[src/rtl/mdu_pkg.sv]
// mdu_pkg: shared types for the iterative RV32M multiply/divide unit.
//   mdu_op_e    - funct3 encoding of the M-extension operations
//   mdu_state_e - control FSM states (IDLE, RUN, DONE)
//   is_div()    - true for DIV/DIVU/REM/REMU
package mdu_pkg;

  typedef enum logic [2:0] {
    MUL    = 3'b000,
    MULH   = 3'b001,
    MULHSU = 3'b010,
    MULHU  = 3'b011,
    DIV    = 3'b100,
    DIVU   = 3'b101,
    REM    = 3'b110,
    REMU   = 3'b111
  } mdu_op_e;

  typedef enum logic [1:0] {
    IDLE = 2'd0,
    RUN  = 2'd1,
    DONE = 2'd2
  } mdu_state_e;

  // funct3[2] separates the divide group from the multiply group.
  function automatic logic is_div(input mdu_op_e op);
    return op[2];
  endfunction

endpackage

[src/rtl/mdu_div_step.sv]
// mdu_div_step: one combinational restoring-division step.
//   rem_in       - current partial remainder (always < divisor)
//   dividend_bit - next dividend bit shifted into the remainder
//   divisor      - divisor magnitude
//   rem_out      - next partial remainder
//   q_bit        - quotient bit produced by this step
module mdu_div_step #(
  parameter int XLEN = 32
) (
  input  logic [XLEN-1:0] rem_in,
  input  logic            dividend_bit,
  input  logic [XLEN-1:0] divisor,
  output logic [XLEN-1:0] rem_out,
  output logic            q_bit
);

  // XLEN+1-bit partial remainder after the shift.
  logic [XLEN:0]   partial;
  logic [XLEN-1:0] diff;

  assign partial = {rem_in, dividend_bit};
  assign q_bit   = (partial >= {1'b0, divisor});
  // When the subtraction succeeds the true difference is below the divisor,
  // so the low XLEN bits of the subtraction are exact.
  assign diff    = partial[XLEN-1:0] - divisor;
  assign rem_out = q_bit ? diff : partial[XLEN-1:0];

endmodule

[src/rtl/mdu_seq.sv]
// mdu_seq: iterative RV32M multiply/divide unit for the EX stage.
//
// Handshake: EX raises `start` with op/a/b and keeps it (and the operands)
// steady until `done`. `done` is a one-cycle pulse with `result` valid in the
// same cycle; `stall` = start & ~done freezes the upstream pipeline, so the
// pipeline advances on the edge that ends DONE. A new op is only accepted in
// IDLE. `kill` aborts any state back to IDLE without `done` and without
// touching `result`, and outranks `start`.
//
// Ports:
//   clk, reset    - clock, synchronous active-high reset
//   start, op     - request and funct3 operation (mdu_op_e encoding)
//   a, b          - rs1 / rs2 operands
//   kill          - EX flush
//   stall, busy   - pipeline hold, unit occupied (RUN or DONE)
//   done, result  - completion pulse, registered result
//   dbg_state     - current FSM state for observation
//
// Build option: MDU_FAST_MUL_EN makes all multiplies single-cycle
// (IDLE -> DONE through a combinational multiplier); divides stay iterative.
// Without it there is no multiplier, only the shift-add datapath.
module mdu_seq
  import mdu_pkg::*;
#(
  parameter int XLEN = 32
) (
  input  logic            clk,
  input  logic            reset,
  input  logic            start,
  input  logic [2:0]      op,
  input  logic [XLEN-1:0] a,
  input  logic [XLEN-1:0] b,
  input  logic            kill,
  output logic            stall,
  output logic            busy,
  output logic            done,
  output logic [XLEN-1:0] result,
  output logic [1:0]      dbg_state
);

  localparam int CW = $clog2(XLEN);

  mdu_state_e state, state_next;
  logic [CW-1:0]     cnt;
  mdu_op_e           op_q;
  logic              neg_q;   // final result must be negated
  logic [XLEN-1:0]   opb_q;   // |b|: multiplicand or divisor
  // Multiply: {partial product high, multiplier/low product}.
  // Divide:   {partial remainder, dividend/quotient}.
  logic [2*XLEN-1:0] acc;

  // ---------------------------------------------------------------------------
  // Operand conditioning at accept time
  // ---------------------------------------------------------------------------
  mdu_op_e         op_in;
  logic            accept;
  logic            a_signed, b_signed, a_neg, b_neg, b_zero;
  logic            neg_in;
  logic [XLEN-1:0] abs_a, abs_b;

  assign op_in    = mdu_op_e'(op);
  assign accept   = (state == IDLE) && start && !kill;
  // Unsigned forms: MULHU, DIVU, REMU (divide unsigned ops have funct3[0]=1).
  assign a_signed = (op_in != MULHU) && !(is_div(op_in) && op[0]);
  assign b_signed = is_div(op_in) ? !op[0] : (op_in == MUL || op_in == MULH);
  assign a_neg    = a_signed && a[XLEN-1];
  assign b_neg    = b_signed && b[XLEN-1];
  assign b_zero   = (b == '0);
  assign abs_a    = a_neg ? -a : a;
  assign abs_b    = b_neg ? -b : b;

  // Remainder follows the dividend. The quotient of a divide by zero must
  // stay all ones, so its sign is forced positive.
  always_comb begin
    neg_in = a_neg ^ b_neg;
    if (is_div(op_in)) begin
      if (op_in == REM || op_in == REMU) neg_in = a_neg;
      else                               neg_in = (a_neg ^ b_neg) && !b_zero;
    end
  end

  // ---------------------------------------------------------------------------
  // Optional single-cycle multiplier
  // ---------------------------------------------------------------------------
  logic            fast_mul_go;
  logic [XLEN-1:0] fast_res;

`ifdef MDU_FAST_MUL_EN
  logic [2*XLEN+1:0] fa, fb, fprod;

  // Sign-extend to the full product width; the low bits of the modular
  // product equal the signed/unsigned mixed product.
  assign fa          = {{(XLEN+2){a_neg}}, a} ;
  assign fb          = {{(XLEN+2){b_neg}}, b} ;
  assign fprod       = fa[2*XLEN+1:0] * fb[2*XLEN+1:0];
  assign fast_mul_go = !is_div(op_in);
  assign fast_res    = (op_in == MUL) ? fprod[XLEN-1:0] : fprod[2*XLEN-1:XLEN];
`else
  assign fast_mul_go = 1'b0;
  assign fast_res    = '0;
`endif

  // ---------------------------------------------------------------------------
  // Iterative datapath: one step per RUN cycle
  // ---------------------------------------------------------------------------
  logic [XLEN:0]     mul_sum;
  logic [2*XLEN-1:0] mul_next, div_next, acc_next, mul_fix;
  logic [XLEN-1:0]   div_rem, q_mag, r_mag, fin;
  logic              div_q;

  mdu_div_step #(.XLEN(XLEN)) u_div_step (
    .rem_in       (acc[2*XLEN-1:XLEN]),
    .dividend_bit (acc[XLEN-1]),
    .divisor      (opb_q),
    .rem_out      (div_rem),
    .q_bit        (div_q)
  );

  // Shift-add: add the multiplicand into the high half when the current
  // multiplier bit is set, then shift the whole accumulator right.
  assign mul_sum  = {1'b0, acc[2*XLEN-1:XLEN]} + (acc[0] ? {1'b0, opb_q} : '0);
  assign mul_next = {mul_sum, acc[XLEN-1:1]};
  assign div_next = {div_rem, acc[XLEN-2:0], div_q};
  assign acc_next = is_div(op_q) ? div_next : mul_next;

  // Sign fix applied to the value produced by the final step.
  always_comb begin
    mul_fix = neg_q ? -acc_next : acc_next;
    q_mag   = acc_next[XLEN-1:0];
    r_mag   = acc_next[2*XLEN-1:XLEN];
    fin     = '0;
    case (op_q)
      MUL:                 fin = mul_fix[XLEN-1:0];
      MULH, MULHSU, MULHU: fin = mul_fix[2*XLEN-1:XLEN];
      DIV, DIVU:           fin = neg_q ? -q_mag : q_mag;
      REM, REMU:           fin = neg_q ? -r_mag : r_mag;
      default:             fin = '0;
    endcase
  end

  // ---------------------------------------------------------------------------
  // FSM next state
  // ---------------------------------------------------------------------------
  always_comb begin
    state_next = state;
    case (state)
      IDLE: if (accept) state_next = fast_mul_go ? DONE : RUN;
      RUN:  if (cnt == '0) state_next = DONE;
      DONE: state_next = IDLE;
      default: state_next = IDLE;
    endcase
    if (kill) state_next = IDLE;
  end

  // ---------------------------------------------------------------------------
  // State, counter, operand and result registers
  // ---------------------------------------------------------------------------
  always_ff @(posedge clk) begin
    if (reset) begin
      state  <= IDLE;
      cnt    <= '0;
      op_q   <= MUL;
      neg_q  <= 1'b0;
      opb_q  <= '0;
      acc    <= '0;
      result <= '0;
    end else begin
      state <= state_next;
      case (state)
        IDLE: begin
          if (accept) begin
            op_q  <= op_in;
            neg_q <= neg_in;
            opb_q <= abs_b;
            acc   <= {{XLEN{1'b0}}, abs_a};
            cnt   <= CW'(XLEN - 1);
            if (fast_mul_go) result <= fast_res;
          end
        end
        RUN: begin
          acc <= acc_next;
          if (cnt != '0) cnt <= cnt - 1'b1;
          // Last step: result becomes visible in DONE, unless flushed.
          if (cnt == '0 && !kill) result <= fin;
        end
        default: ;
      endcase
    end
  end

  assign busy      = (state != IDLE);
  assign done      = (state == DONE);
  assign stall     = start & ~done;
  assign dbg_state = state;

endmodule
[config.mk]
export PLATFORM = sky130hd
export DESIGN_NAME = mdu_seq
export DESIGN_NICKNAME = d
export VERILOG_FILES = /design/src/rtl/mdu_pkg.sv /design/src/rtl/mdu_div_step.sv /design/src/rtl/mdu_seq.sv
export SDC_FILE = /design/constraint.sdc
export NUM_CORES = 1
export LEC_CHECK = 0
export ABC_AREA = 1
export BUFFER_PORTS_ARGS = -buffer_cell sky130_fd_sc_hd__buf_2
export CAP_MARGIN = 20
export CORE_MARGIN = 4
export CORE_UTILIZATION = 50
export CTS_BUF_LIST = sky130_fd_sc_hd__clkbuf_4 sky130_fd_sc_hd__clkbuf_8
export CTS_CLUSTER_DIAMETER = 120
export DETAILED_ROUTE_END_ITERATION = 10
export PLACE_DENSITY_LB_ADDON = 0.2
export SYNTH_ARGS = -nofsm -noshare
export SYNTH_HDL_FRONTEND = slang
export SYNTH_SLANG_ARGS = --single-unit
[constraint.sdc]
create_clock -name clk -period 3.9 [get_ports clk]
set_input_delay 0.78 -clock clk [delete_from_list [all_inputs] [get_ports clk]]
set_output_delay 0.78 -clock clk [all_outputs]
set_load 0.005 [all_outputs]
# == Word-level counts from Yosys, hierarchy flattened ==
# Cells that the tools add are included.
# word_totals
mem_bits_ro,0
wordCells,86
regBits,139
out_inout_bits,37
latch_bits,0
ram_bits,0
input_bits,71
mem_count,0
# classes
n_div,0
n_eq_ne,16
shift,0
mux,20
reduce_logical,31
add_sub_neg,8
n_mul,0
order_cmp,1
bitwise,3
# op_table
cell,count
32-bit 2-to-1 mux,6
64-bit 2-to-1 mux,3
32-bit negator,4
32-bit case mux with 4 select lines,1
64-bit case mux with 2 select lines,1
64-bit negator,1
32-bit by 32-bit adder with 33-bit output,1
33-bit by 32-bit >= comparator with 1-bit output,1
32-bit zero test,1
32-bit subtractor,1
"3-bit equality test, second input constant",6
5-bit 2-to-1 mux,2
5-bit case mux with 2 select lines,1
1-bit logical AND,8
2-bit AND reduction,4
"3-bit by 1-bit equality test with 1-bit output, second input constant",2
"3-bit by 2-bit equality test with 1-bit output, second input constant",2
3-bit zero test,2
"2-bit inequality test, second input constant",3
2-bit OR reduction,3
5-bit zero test,1
5-bit nonzero test,1
"5-bit by 1-bit subtractor with 5-bit output, second input constant",1
1-bit zero test,4
other kinds (14),19

# == Longest topological paths before layout ==
# logic_depth
ltp_word,8
depth_mapped,34
depth_no_buf,33

# == Modules after synthesis ==
# A second synthesis with hierarchy kept.
# unflattened
hier_cells,3035
area_unflattened_um2,16568.4
# by_module_without_submodules
mod,cells_per_inst,instances,area_per_inst_um2,seq_area_each_um2
mdu_seq,2388,1,13407.9,2782.7
mdu_div_step,647,1,3160.5,0.0

# == Worst setup path before layout ==
# No wires, ideal clock.
# synth_path
path_kind,register -> register
startpoint,reg opb_q[16]
endpoint,reg result[18]
synth_period_minus_slack_ns,3.705
n_path_buf,1
t_required_ns,3.791
stages_incl_launch_ff,33
slack_ns,0.195
t_arrival_ns,3.596
setup_ns,0.109
cell_sequence,dfxtp_1 inv_1 ha_1 nand2_2 inv_1 nand2_1 nand2_1 o21bai_4 inv_2 nand2_2 nand2_4 buf_8 nand3_4 o21ai_2 ha_1 inv_1 nor3_2 nand2_1 nor2_4 nand2_2 nor2_1 nand3_1 nor2_2 nand2_2 o21ai_4 nand2_2 a21oi_4 nand2_1 xor2_1 nand2_1 nand4_1 nand2_1 inv_1
# synth_between
elab_chain_cells,6
elab_cells_between_ends,13
classes_between,add/sub: 5; order compare: 1; mux: 7
# synth_rtl
element,line_no,source
start: declaration,mdu_seq.sv:47,logic [XLEN-1:0] opb_q;
start signal: assignment,mdu_seq.sv:174,opb_q <= abs_b;
"32-bit 2-to-1 mux, or another cell as far along",mdu_seq.sv:121,"assign mul_sum = {1'b0, acc[2*XLEN-1:XLEN]} + (acc[0] ? {1'b0, opb_q} : '0);"
32-bit by 32-bit adder with 33-bit output / 32-bit 2-to-1 mux (equally long branches),"mdu_seq.sv:121, mdu_div_step.sv:26",
64-bit 2-to-1 mux *,mdu_seq.sv:124,assign acc_next = is_div(op_q) ? div_next : mul_next;
64-bit negator / 32-bit negator (equally long branches),"mdu_seq.sv:128, mdu_seq.sv:136",
64-bit 2-to-1 mux / 32-bit 2-to-1 mux (equally long branches),"mdu_seq.sv:128, mdu_seq.sv:136",
32-bit case mux with 4 select lines *,mdu_seq.sv:132,case (op_q)
end signal: assignment,mdu_seq.sv:177,if (fast_mul_go) result <= fast_res;
end signal: assignment,mdu_seq.sv:184,if (cnt == '0 && !kill) result <= fin;
end: declaration,mdu_seq.sv:37,"output logic [XLEN-1:0] result,"
# Mark *: on every way between the ends. The rest lies on a longest branch, timed or not.
# A chain may end at the register's enable or synchronous reset.

# == Worst setup path in the final report ==
# layout_path
startpoint,reg opb_q[26]
endpoint,reg result[20]
# layout_between
elab_chain_cells,6
elab_cells_between_ends,10
classes_between,add/sub: 3; order compare: 1; mux: 6
# layout_rtl
element,line_no,source
33-bit by 32-bit >= comparator with 1-bit output *,mdu_div_step.sv:22,"assign q_bit = (partial >= {1'b0, divisor});"
32-bit 2-to-1 mux,mdu_div_step.sv:26,assign rem_out = q_bit ? diff : partial[XLEN-1:0];
64-bit 2-to-1 mux *,mdu_seq.sv:124,
64-bit negator / 32-bit negator (equally long branches),"mdu_seq.sv:128, mdu_seq.sv:136",
64-bit 2-to-1 mux / 32-bit 2-to-1 mux (equally long branches),"mdu_seq.sv:128, mdu_seq.sv:136",
32-bit case mux with 4 select lines *,mdu_seq.sv:132,
# Marked as above.

==> out/metrics.csv <==
stage,metric,value,unit
outcome,outcome,finished clean,
floorplanning,dieArea,36000,µm²
pwr,peakVddDrop,0.000275,V
place,dp_hpwl,56000,µm
setup_path,r2r_slack,0.05,ns
yosys,synth_top_area_frac,0.213,
routing,via_count,20529,
yosys,ys_seq_elements,139,
setup_path,startpoint_type,register,
routing,wl,69500,µm
floorplanning,start_util,0.507,
yosys,netlist_instances,2940,
setup_path,worstPathMaxFanout,7,
setup_path,reg2reg_from,opb_q[26],
yosys,synth_commonest_cells,"nand2_1 (938), inv_1 (400), nor2_1 (281), nand3_1 (213), a21oi_1 (189)",
clocking,clk_latency,0.52,ns
timing,slew_headroom,0.333,
yosys,synthArstFlopShare,0,
timing,fmax,0.260,GHz
yosys,ys_warn_count,0,
cells_and_area,fin_nets,3344,
setup_path,cpPeakStageDelay,0.35,ns
worst_hold_path,holdCritPathClass,register to register,
floorplanning,rows,66,
global_routing,grt_start_max_net_pins,71,
timing,grt_setup_unrepaired,yes,
setup_path,crit_buf_inv,4,
routing,via_per_inst,5.62,
setup_path,end_kind,register,
place,place.gp.congestion,1.07,
global_routing,overflow,0,
yosys,synth_edf_count,0,
yosys,yosys-top-cells-area,"nand2_1 (21%), dfxtp_1 (17%), inv_1 (9.1%), nand3_1 (6.5%), nor2_1 (6.4%)",
pwr,power_density,250,nW/µm²
timing,hold_viol_final,0,
setup_path,crit_cells,30,
setup_path,r2r_end,result[20],
timing,drv_slew,0,
setup_path,crit_required,4.29,ns
cells_and_area,post-route-cell-area,20100,µm²
setup_path,critPathArrivalTime,4.24,ns
setup_path,cp_common_cell,nand2_1,
clocking,clk_pin_slew_worst_paths,0.09,ns
clocking,cts.sinks,139,
yosys,yosysMostFrequentCell,nand2_1,
clocking,numCtsBuffers,17,
yosys,synth_area_per_cell,5.61,µm²
yosys,syn_area,16500,µm²
setup_path,cp-endpoint,result[20],
routing,drc,0,
clocking,cts-root-buf,clkbuf_8,
global_routing,grt_pass1_vias,18714,
setup_path,timing.critical_path.from,opb_q[26],
global_routing,grt_pass1_wl,106000,µm
floorplanning,die_h,190,µm
setup_path,reg2reg_depth,30,
global_routing,antenna_found_initial,2,
floorplanning,coreArea,32500,µm²
cells_and_area,syn_to_final_growth,21.8,%
timing,min_period_over_period,0.988,
routing,wl_per_cell,19.0,µm
setup_path,crit_slowest_cell,dfxtp_2,
place,io_buffers,107,
yosys,syn_nets,3083,
setup_path,critPathKind,register to register,
routing,antenna_left,0,
job,cap_violations,0,
yosys,synth.largest_area_cell,nand2_1,
setup_path,critical-path-top-delay-family,simple AND/OR/NAND/NOR gates,
yosys,synth_cell_type_count,59,
routing,drt_iter0_drc,2415,
clocking,htreeDepth,4,
pwr,p_total,5020,µW
place,place_area,18800,µm²
floorplanning,die_x,190,µm
timing,skew,0.0277,ns
cells_and_area,drive_above_1_share,0.214,
timing,worst_slew_pin_slew,0.997,ns
clocking,cts_tree,yes,
timing,setup_viol,0,
routing,dr.pass1.iters,6,
timing,period_needed,3.85,ns
global_routing,grt_use_total,0.375,
yosys,ys_seq_area_frac,0.169,
yosys,ys.flop_type,dfxtp_1,
floorplanning,ios,108,
pwr,p_leak,0.0104,µW
clocking,clockBufferDepth,2,
==> area by class of cell <==
cell class	count	area [µm²]
diodes	1	2.50
clock inverters	14	219
fillers	3363	12400
flip-flops and latches	139	2840
repair buffers	337	2340
inverters	426	1600
clock buffers	17	234
well taps	442	553
multi-input cells	2280	12300
==> layout by cell type, fill, tap and decap left out, types with 5 or more instances in the layout <==
master | synthesis | final
o21ai_1 | 24 | 30
nand2_1 | 938 | 904
nand2_2 | 41 | 72
o211ai_1 | 11 | 11
nor2_4 | 13 | 17
nand3_1 | 213 | 206
inv_1 | 400 | 390
a21oi_1 | 189 | 174
bufinv_16 | 0 | 5
dfxtp_2 | 0 | 36
ha_1 | 70 | 34
a31oi_1 | 36 | 36
buf_4 | 5 | 224
o31ai_1 | 6 | 6
o21ai_2 | 10 | 12
xor2_1 | 66 | 66
o21ai_0 | 129 | 121
o221ai_1 | 7 | 7
nor3_1 | 38 | 35
nor4_1 | 11 | 11
nand2_4 | 4 | 6
o21bai_1 | 5 | 5
ha_4 | 0 | 28
nand4_2 | 5 | 5
nand3_2 | 8 | 15
nand3_4 | 5 | 5
ha_2 | 0 | 8
or2_2 | 13 | 13
xnor2_1 | 40 | 39
nor2_1 | 281 | 265
nor2_2 | 22 | 34
inv_2 | 20 | 30
a21oi_2 | 4 | 19
clkbuf_8 | 0 | 17
dfxtp_1 | 139 | 101
buf_2 | 19 | 106
nand4_1 | 33 | 33
clkinv_1 | 5 | 5
nand3b_1 | 24 | 24
==> metrics by stage <==
step / setup TNS [ns] / hold WS (ns) / setup slack [ns] / cells / util
finish: 0 / 0.474 / 0.0481 / 3656 / 0.617
CTS: 0 / 0.474 / 0.000218 / 3640 / 0.596
global route: -1.73 / 0.494 / -0.205 / 3655 / 0.617
floorplan: 0 / 0.458 / 0.195 / 2940 / -
global placement: -0.0215 / 0.452 / -0.0215 / 3606 / 0.577
detailed placement: -0.310 / 0.458 / -0.0724 / 3606 / 0.577
==> sequential cells by signal, indices dropped and copies added, names as in the netlist <==
signal / flops
dbg_state: 2
op_q: 3
cnt: 5
acc: 64
neg_q: 1
result: 32
opb_q: 32
==> per-layer routing <==
layer | GRT usage | share of wire
met5 | 0 | 0.00032
met3 | 0.0804 | 0.12
met4 | 0.135 | 0.039
met1 | 0.546 | 0.44
met2 | 0.544 | 0.41
==> logic make-up after synthesis <==
| kind of cell | after synthesis | synth area share |
|---|---|---|
| adder cells (fa/ha/maj) | 72 | 0.0555 |
| multiplexers | 2 | 0.00121 |
| AND/OR/NAND/NOR | 1663 | 0.444 |
| AO/OA/AOI/OAI | 437 | 0.149 |
| XOR/XNOR | 106 | 0.0563 |
| buffers and inverters | 521 | 0.126 |
| flip-flops | 139 | 0.169 |
==> where the power goes <==
| group | internal, µW | switching [µW] | total [µW] |
|---|---|---|---|
| sequential | 1480 | 49.7 | 1530 |
| clock | 762 | 679 | 1440 |
| combinational | 707 | 1340 | 2050 |
==> worst min-delay path, cell delays in order (launching register included) <==
cell and delay [ns]:
dfxtp_1 0.32, nand2_1 0.06, a21oi_1 0.06
==> worst min-delay path by stage <==
stage	startpoint	endpoint	cells after the start
after detailed placement	result[2]	result[2]	2
after global routing	result[19]	result[19]	2
after CTS	result[2]	result[2]	2
final	result[8]	result[8]	2
after floorplan	opb_q[31]	opb_q[31]	2
after global placement	result[12]	result[12]	2
==> repair_timing <==
item / CTS / global route
buffers inserted: 3 / 13
endpoints found under the setup margin: 11 / 30
endpoints found under the hold margin: 0 / 0
pin swaps: 4 / 29
gates cloned: 0 / 0
hold buffers: 0 / 0
gates resized for setup: 17 / 165
Note: power is estimated with default switching activity, not from simulation.
